===== src/rtl/food_placer_if.sv =====
// food_placer_if: request, LFSR, occupancy-query and food-result signals of the food placer
interface food_placer_if;
   logic       req;
   logic [7:0] rand_x;
   logic [7:0] rand_y;
   logic       lfsr_ce;
   logic [7:0] occ_x;
   logic [7:0] occ_y;
   logic       occ_hit;
   logic [7:0] food_x;
   logic [7:0] food_y;
   logic       food_valid;
   logic       busy;
   logic       fail;
   modport slave (
      input  req, rand_x, rand_y, occ_hit,
      output lfsr_ce, occ_x, occ_y, food_x, food_y, food_valid, busy, fail
   );
   modport master (
      output req, rand_x, rand_y, occ_hit,
      input  lfsr_ce, occ_x, occ_y, food_x, food_y, food_valid, busy, fail
   );
endinterface


===== src/rtl/food_placer.sv =====
// food_placer: draws LFSR candidates until a free in-grid cell is found; FOOD_FALLBACK_SCAN_EN adds a row-major scan on exhaustion
module food_placer #(
   parameter int GRID_W    = 80,
   parameter int GRID_H    = 60,
   parameter int MAX_TRIES = 32
) (
   input logic         clk,
   input logic         rst_n,
   food_placer_if.slave bus
);
   localparam logic [8:0] W9 = 9'(GRID_W);
   localparam logic [8:0] H9 = 9'(GRID_H);
   localparam logic [7:0] TM = 8'(MAX_TRIES);
   localparam logic [7:0] LX = 8'(GRID_W - 1);
   localparam logic [7:0] LY = 8'(GRID_H - 1);

   typedef enum logic [2:0] {
      IDLE,
      DRAW,
      SAMPLE,
      QUERY,
      CHECK
`ifdef FOOD_FALLBACK_SCAN_EN
      ,
      SCAN,
      SCHECK
`endif
   } state_t;

   state_t     state, nxt;
   logic [7:0] tries, tries_n;
   logic [7:0] occ_x, occ_x_n, occ_y, occ_y_n;
   logic [7:0] food_x, food_x_n, food_y, food_y_n;
   logic       food_valid, food_valid_n;
   logic       fail, fail_n;
   logic       retry;
   logic       out_of_range;

   assign out_of_range = ({1'b0, bus.rand_x} >= W9) || ({1'b0, bus.rand_y} >= H9);

   // next-state and datapath updates; a failed try either redraws or falls into exhaustion
   always_comb begin
      nxt          = state;
      tries_n      = tries;
      occ_x_n      = occ_x;
      occ_y_n      = occ_y;
      food_x_n     = food_x;
      food_y_n     = food_y;
      food_valid_n = food_valid;
      fail_n       = 1'b0;
      retry        = 1'b0;
      case (state)
         IDLE: begin
            if (bus.req) begin
               nxt          = DRAW;
               food_valid_n = 1'b0;
               tries_n      = '0;
            end
         end
         DRAW: begin
            tries_n = tries + 8'd1;
            nxt     = SAMPLE;
         end
         SAMPLE: begin
            if (out_of_range) begin
               retry = 1'b1;
            end else begin
               occ_x_n = bus.rand_x;
               occ_y_n = bus.rand_y;
               nxt     = QUERY;
            end
         end
         QUERY: nxt = CHECK;
         CHECK: begin
            if (bus.occ_hit) begin
               retry = 1'b1;
            end else begin
               food_x_n     = occ_x;
               food_y_n     = occ_y;
               food_valid_n = 1'b1;
               nxt          = IDLE;
            end
         end
`ifdef FOOD_FALLBACK_SCAN_EN
         SCAN: nxt = SCHECK;
         SCHECK: begin
            if (!bus.occ_hit) begin
               food_x_n     = occ_x;
               food_y_n     = occ_y;
               food_valid_n = 1'b1;
               nxt          = IDLE;
            end else if (occ_x == LX && occ_y == LY) begin
               fail_n = 1'b1;
               nxt    = IDLE;
            end else begin
               occ_x_n = (occ_x == LX) ? 8'd0 : occ_x + 8'd1;
               occ_y_n = (occ_x == LX) ? occ_y + 8'd1 : occ_y;
               nxt     = SCAN;
            end
         end
`endif
         default: nxt = IDLE;
      endcase
      if (retry) begin
         if (tries < TM) begin
            nxt = DRAW;
         end else begin
`ifdef FOOD_FALLBACK_SCAN_EN
            occ_x_n = 8'd0;
            occ_y_n = 8'd0;
            nxt     = SCAN;
`else
            fail_n = 1'b1;
            nxt    = IDLE;
`endif
         end
      end
   end

   // state and datapath registers; reset aborts any placement without a FAIL pulse
   always_ff @(posedge clk or negedge rst_n) begin
      if (!rst_n) begin
         state      <= IDLE;
         tries      <= '0;
         occ_x      <= '0;
         occ_y      <= '0;
         food_x     <= '0;
         food_y     <= '0;
         food_valid <= 1'b0;
         fail       <= 1'b0;
      end else begin
         state      <= nxt;
         tries      <= tries_n;
         occ_x      <= occ_x_n;
         occ_y      <= occ_y_n;
         food_x     <= food_x_n;
         food_y     <= food_y_n;
         food_valid <= food_valid_n;
         fail       <= fail_n;
      end
   end

   assign bus.lfsr_ce    = (state == DRAW);
   assign bus.busy       = (state != IDLE);
   assign bus.occ_x      = occ_x;
   assign bus.occ_y      = occ_y;
   assign bus.food_x     = food_x;
   assign bus.food_y     = food_y;
   assign bus.food_valid = food_valid;
   assign bus.fail       = fail;
endmodule


===== src/flat_wrapper.sv =====
// flat-port wrapper written by rule: the top's interface ports become plain ports
module food_placer_flat 
#(
   parameter int GRID_W    = 80,
   parameter int GRID_H    = 60,
   parameter int MAX_TRIES = 32
)
  (clk, rst_n, bus_req, bus_rand_x, bus_rand_y, bus_occ_hit, bus_lfsr_ce, bus_occ_x, bus_occ_y, bus_food_x, bus_food_y, bus_food_valid, bus_busy, bus_fail);
  food_placer_if bus_i ();
  input logic clk;
  input logic rst_n;
  input wire logic [$bits(bus_i.req)-1:0] bus_req;
  input wire logic [$bits(bus_i.rand_x)-1:0] bus_rand_x;
  input wire logic [$bits(bus_i.rand_y)-1:0] bus_rand_y;
  input wire logic [$bits(bus_i.occ_hit)-1:0] bus_occ_hit;
  output wire logic [$bits(bus_i.lfsr_ce)-1:0] bus_lfsr_ce;
  output wire logic [$bits(bus_i.occ_x)-1:0] bus_occ_x;
  output wire logic [$bits(bus_i.occ_y)-1:0] bus_occ_y;
  output wire logic [$bits(bus_i.food_x)-1:0] bus_food_x;
  output wire logic [$bits(bus_i.food_y)-1:0] bus_food_y;
  output wire logic [$bits(bus_i.food_valid)-1:0] bus_food_valid;
  output wire logic [$bits(bus_i.busy)-1:0] bus_busy;
  output wire logic [$bits(bus_i.fail)-1:0] bus_fail;
  assign bus_i.req = bus_req;
  assign bus_i.rand_x = bus_rand_x;
  assign bus_i.rand_y = bus_rand_y;
  assign bus_i.occ_hit = bus_occ_hit;
  assign bus_lfsr_ce = bus_i.lfsr_ce;
  assign bus_occ_x = bus_i.occ_x;
  assign bus_occ_y = bus_i.occ_y;
  assign bus_food_x = bus_i.food_x;
  assign bus_food_y = bus_i.food_y;
  assign bus_food_valid = bus_i.food_valid;
  assign bus_busy = bus_i.busy;
  assign bus_fail = bus_i.fail;
  food_placer #(.GRID_W(GRID_W), .GRID_H(GRID_H), .MAX_TRIES(MAX_TRIES)) u_core (.clk(clk), .rst_n(rst_n), .bus(bus_i));
endmodule

===== config.mk =====
export PLATFORM = sky130hd
export DESIGN_NAME = food_placer_flat
export DESIGN_NICKNAME = d
export VERILOG_FILES = /design/src/rtl/food_placer_if.sv /design/src/rtl/food_placer.sv /design/src/flat_wrapper.sv
export SDC_FILE = /design/constraint.sdc
export NUM_CORES = 1
export LEC_CHECK = 0
export BUFFER_PORTS_ARGS = -buffer_cell sky130_fd_sc_hd__buf_2
export CAP_MARGIN = 10
export CORE_UTILIZATION = 52
export DETAILED_ROUTE_END_ITERATION = 8
export PLACE_DENSITY_LB_ADDON = 0.08
export SETUP_SLACK_MARGIN = 0.2
export SKIP_CTS_REPAIR_TIMING = 1
export SLEW_MARGIN = 20
export SYNTH_ARGS = -nofsm -noshare
export SYNTH_HDL_FRONTEND = slang
export SYNTH_SLANG_ARGS = --single-unit

===== constraint.sdc =====
create_clock -name clk -period 3.3 [get_ports clk]
set_input_delay 0.66 -clock clk [delete_from_list [all_inputs] [get_ports clk]]
set_output_delay 0.66 -clock clk [all_outputs]
set_load 0.1 [all_outputs]

Word level (Yosys, flattened, before mapping)
Index checks and enable logic that the tools add are counted.
Cells by class
  add/sub/neg operators: 1
  magnitude comparators: 3
  equal/unequal tests: 9
  mux-type cells: 16
  bitwise operators: 2
  reduce and logical (&&, ||, !) cells: 10
Operators with widths (number)
  $pmux 8 s2: 1
  $pmux 3 s5: 1
  $mux 3: 4
  $ne 3x2->1 const B: 3
  $add 8x1->8 const B: 1
  $ge 8x6->1 const B: 1
  $ge 8x7->1 const B: 1
  $lt 8x6->1 const B: 1
  $mux 8: 1
  $mux 1: 7
  $eq 3x2->1 const B: 2
  $reduce_and 2->1: 3
  $reduce_and 3->1: 2
  $ne 2x2->1 const B: 2
  $pmux 1 s2: 2
  $reduce_bool 2->1: 2
  $eq 3x1->1 const B: 1
  $eq 3x3->1 const B: 1
  $logic_not 3->1: 1
  $reduce_bool 3->1: 1
  $not 1->1: 2
  $logic_or 1x1->1: 1
Word-level totals
  bits in registers: 45
  bits of input ports: 20
  output and inout port bits: 36
  logic and storage cells: 49

Logic depth before layout (Yosys ltp)
  word-level depth: 6
  depth in mapped cells: 5
  gate-level depth less buffers: 4

Worst setup path after synthesis
No wires, ideal clock.
  path kind: register to register
  start point: register u_core.state[1]
  end point: register u_core.tries[6]
  library setup time: 0.130 ns
  arrival time: 2.601 ns
  required time: 3.170 ns
  path slack: 0.569 ns
  stages on the path, launching flop included: 6
  buffers on the path: 1
  clock period less this slack: 2.731 ns
  path through: dfrtp_1 clkbuf_1 nor3b_2 nand4_1 o211ai_1 o31ai_1
Between the ends
  longest elaborated chain between the ends: 3
  elaborated cells on any way between the ends: 6
  those cells by class: eq/ne: 2; mux: 1; reduce/logical: 3
Ends and longest elaborated chain
  start, declared: line food_placer.sv:30  | state_t state, nxt;
  start signal, assigned: line food_placer.sv:132  | state <= nxt;
  $eq 3x1->1 *
  named net bus_lfsr_ce: line flat_wrapper.sv:16  | output wire logic [$bits(bus_i.lfsr_ce)-1:0] bus_lfsr_ce;
  $reduce_bool 2->1 (no source line)
  $reduce_and 2->1 (no source line)
  end signal, assigned: line food_placer.sv:133  | tries <= tries_n;
  end, declared: line food_placer.sv:31  | logic [7:0] tries, tries_n;
Mark *: on every way through the listed nets, which the timed path passes. The rest lies on a longest branch.
A chain may end at the register's enable or synchronous reset.

Final worst setup path
  start point: register u_core.state[0]
  end point: output port bus_lfsr_ce
Between the ends
  longest elaborated chain between the ends: 1
Ends and longest elaborated chain
  $eq 3x1->1: line food_placer.sv:143  | assign bus.lfsr_ce = (state == DRAW);
  end, declared: line flat_wrapper.sv:16
No other way between the ends.

==> out/results.txt <==
Drt wl/cell = 15.1 um
Clk_skew = 0.00753 ns
Crit path kind = reg2out
Most common flop cell mapped by yosys = dfrtp_1
IO Count = 56
Fmax = 0.372 GHz
Distinct cells, synth = 31
Outcome = finished, final reports clean
Final Wtd Congestion = 0.761
Die Ht = 62.2 um
Post-Syn Nets = 154
Post-Route WL = 3.60 mm
Area occupied by multi-input gates = 717 um^2
Vias in the first global route = 1,263
Skew-Pair Late Insertion Delay = 0.35 ns
DRC = 0
Num CTS Buffers = 5
DIE AREA = 0.00386 mm^2
Cell Rows = 21
Yosys warnings = 0
Final setup violation count = 0
Total track usage = 20.3%
Final TNS setup = 0 ns
DRT Pass-1 Iters = 4
Reg-to-Reg End = u_core.bus.occ_y[4]$_DFFE_PN0P_
EDFF count, synth = 0
HPWL Detailed = 2.60 mm
Final slew viol count = 0
Area Overhead vs Synth = 19.3%
First DRT Iteration DRCs = 72
#FFs+latches synth = 45
Crit path max fanout = 13
Startpoint Class = flip-flop
TritonCTS clock tree = done
Path depth of the worst reg2reg path = 3
Bufs on Longest Clock Path = 2
Final hold violation count = 0
Fin crit period = 2.69 ns
Synth Instances = 133
Initial antenna violation count = 0
Drt via density = 5.41
RSZ-0062 raised after global routing = no
Worst slew pin tran = 0.567 ns
Core ar. = 0.00339 mm^2
Final Cycle Share = 81.5%
Nets@finish = 213
Initial core utilization = 55.5%
Reg2Reg Setup Slack = 1.44 ns
Critical Path AT = 2.03 ns
CP Capture Type = primary output
Filler cell count = 289
Post-Syn Area per Cell = 14.1 um^2
Slew HR = 62.2%
Sequential cell area fraction in the yosys report = 59.8%
Root Buffer Master = clkbuf_4
Reg2Reg Launch Point = u_core.state[1]$_DFFE_PN0P_
CTS Sinks = 45
Mapped cell area = 0.00188 mm^2
MaxCap Viol Count = 0
Die X = 62.2 um
Via count = 1,292
PortBufs = 55
Largest net degree at the start of global routing = 46
First-pass GRT wire length = 6.07 mm
WP data required = 2.64 ns
ANT nets after route = 0
CTS H-tree depth = 2
Crit path capture = bus_lfsr_ce
Asr flop ratio synth = 100%
Clock-pin slew on the worst setup and hold paths = 0.12 ns
# diodes = 0
Worst setup path startpoint = u_core.state[0]$_DFFE_PN0P_
HP Class = in2async
Total gr overflow = 0
Share of cells above drive strength 1 = 52.3%
Register area = 0.00113 mm^2
## metal layers
layer  share of wire [%]  global-route usage, %  wire, um  up-vias
met5                   0                      0         0        -
met4                 1.7                   6.98        62        0
met3                 4.4                   5.15       158        9
met2                  49                   32.7      1770       45
met1                  45                   26.7      1610      637
li1                    -                      -         -      601
## how the worst min path moves through the flow
stage / to / startpoint / cells past startpoint
CTS: u_core.tries[0]$_DFFE_PN0P_ / rst_n / 1
global route: u_core.tries[0]$_DFFE_PN0P_ / rst_n / 1
global placement: u_core.bus.food_valid$_DFFE_PN0P_ / u_core.bus.food_valid$_DFFE_PN0P_ / 1
finish: u_core.bus.food_x[2]$_DFFE_PN0P_ / rst_n / 1
detailed placement: u_core.tries[7]$_DFFE_PN0P_ / u_core.tries[7]$_DFFE_PN0P_ / 1
floorplan: u_core.bus.fail$_DFF_PN0_ / rst_n / 0
## final cells by class
type,instances,area share [%]
multi-input combinational,82,31.9
timing repair buffer,57,13.0
clock buffer,8,2.17
sequential,45,50.1
inverter,1,0.167
tap,46,2.56
## registers in the layout (all words and copies together) (netlist names)
| signal | flops |
|---|---|
| u_core.bus.fail | 1 |
| u_core.bus.food_valid | 1 |
| u_core.tries | 8 |
| u_core.bus.food_y | 8 |
| u_core.bus.food_x | 8 |
| u_core.bus.occ_x | 8 |
| u_core.state | 3 |
| u_core.bus.occ_y | 8 |
## Yosys cell counts, types with 2 or more instances
cell type | n | area share [%]
nor3_1 | 2 | 0.53
nor2_1 | 2 | 0.40
a22o_1 | 2 | 0.93
a21o_1 | 2 | 0.80
a211oi_1 | 2 | 0.80
dfrtp_1 | 45 | 60
o21ai_0 | 5 | 1.3
nor4b_4 | 2 | 2.5
o211ai_1 | 2 | 0.80
and2b_2 | 3 | 1.4
mux2_2 | 30 | 18
nand4_1 | 3 | 1.0
nand3_1 | 3 | 0.80
clkbuf_1 | 2 | 0.40
nand3b_1 | 4 | 1.6
nand2_1 | 8 | 1.6
buf_6 | 2 | 1.2
## logic make-up after synthesis
family,count (synthesis),synth area share (%)
mux,31,18.5
buf+inv,6,2.06
fa+ha+maj,1,0.665
flops,45,59.8
compound gates,15,5.45
simple gates,35,13.5
## worst max-delay path, cell delays in order, from the launching register on
cell	delay, ns
dfrtp_1	0.66
nor3b_2	0.50
buf_2	0.52
## metrics by stage
| stage | util, % | hold WS (ns) | setup slack (ns) | std cells | area [um^2] |
|---|---|---|---|---|---|
| after detailed placement | 64.7 | 0.472 | 0.928 | 231 | 2190 |
| final | 66.3 | 0.287 | 0.611 | 239 | 2250 |
| after floorplan | - | 0.364 | 0.569 | 133 | 1880 |
| after global routing | 66.3 | 0.316 | 0.501 | 239 | 2250 |
| after global placement | 64.7 | 0.457 | 0.998 | 231 | 2190 |
| after CTS | 66.2 | 0.480 | 0.615 | 239 | 2240 |
## placed cells by master (no fill, tap or decap), drive strengths merged, types with 2 or more instances in the layout
master and count:
a211oi 2, clkbuf 8, a22o 2, o211ai 2, nand2 8, mux2 30, nor4b 2, nand3b 4
nand4 3, dfrtp 45, buf 57, nor2 2, nor3 3, o21ai 5, and2b 3, a21o 2
nand3 4
Power is not shown: default switching activity piles up to over one toggle a cycle in this logic, so the estimate is an artifact.
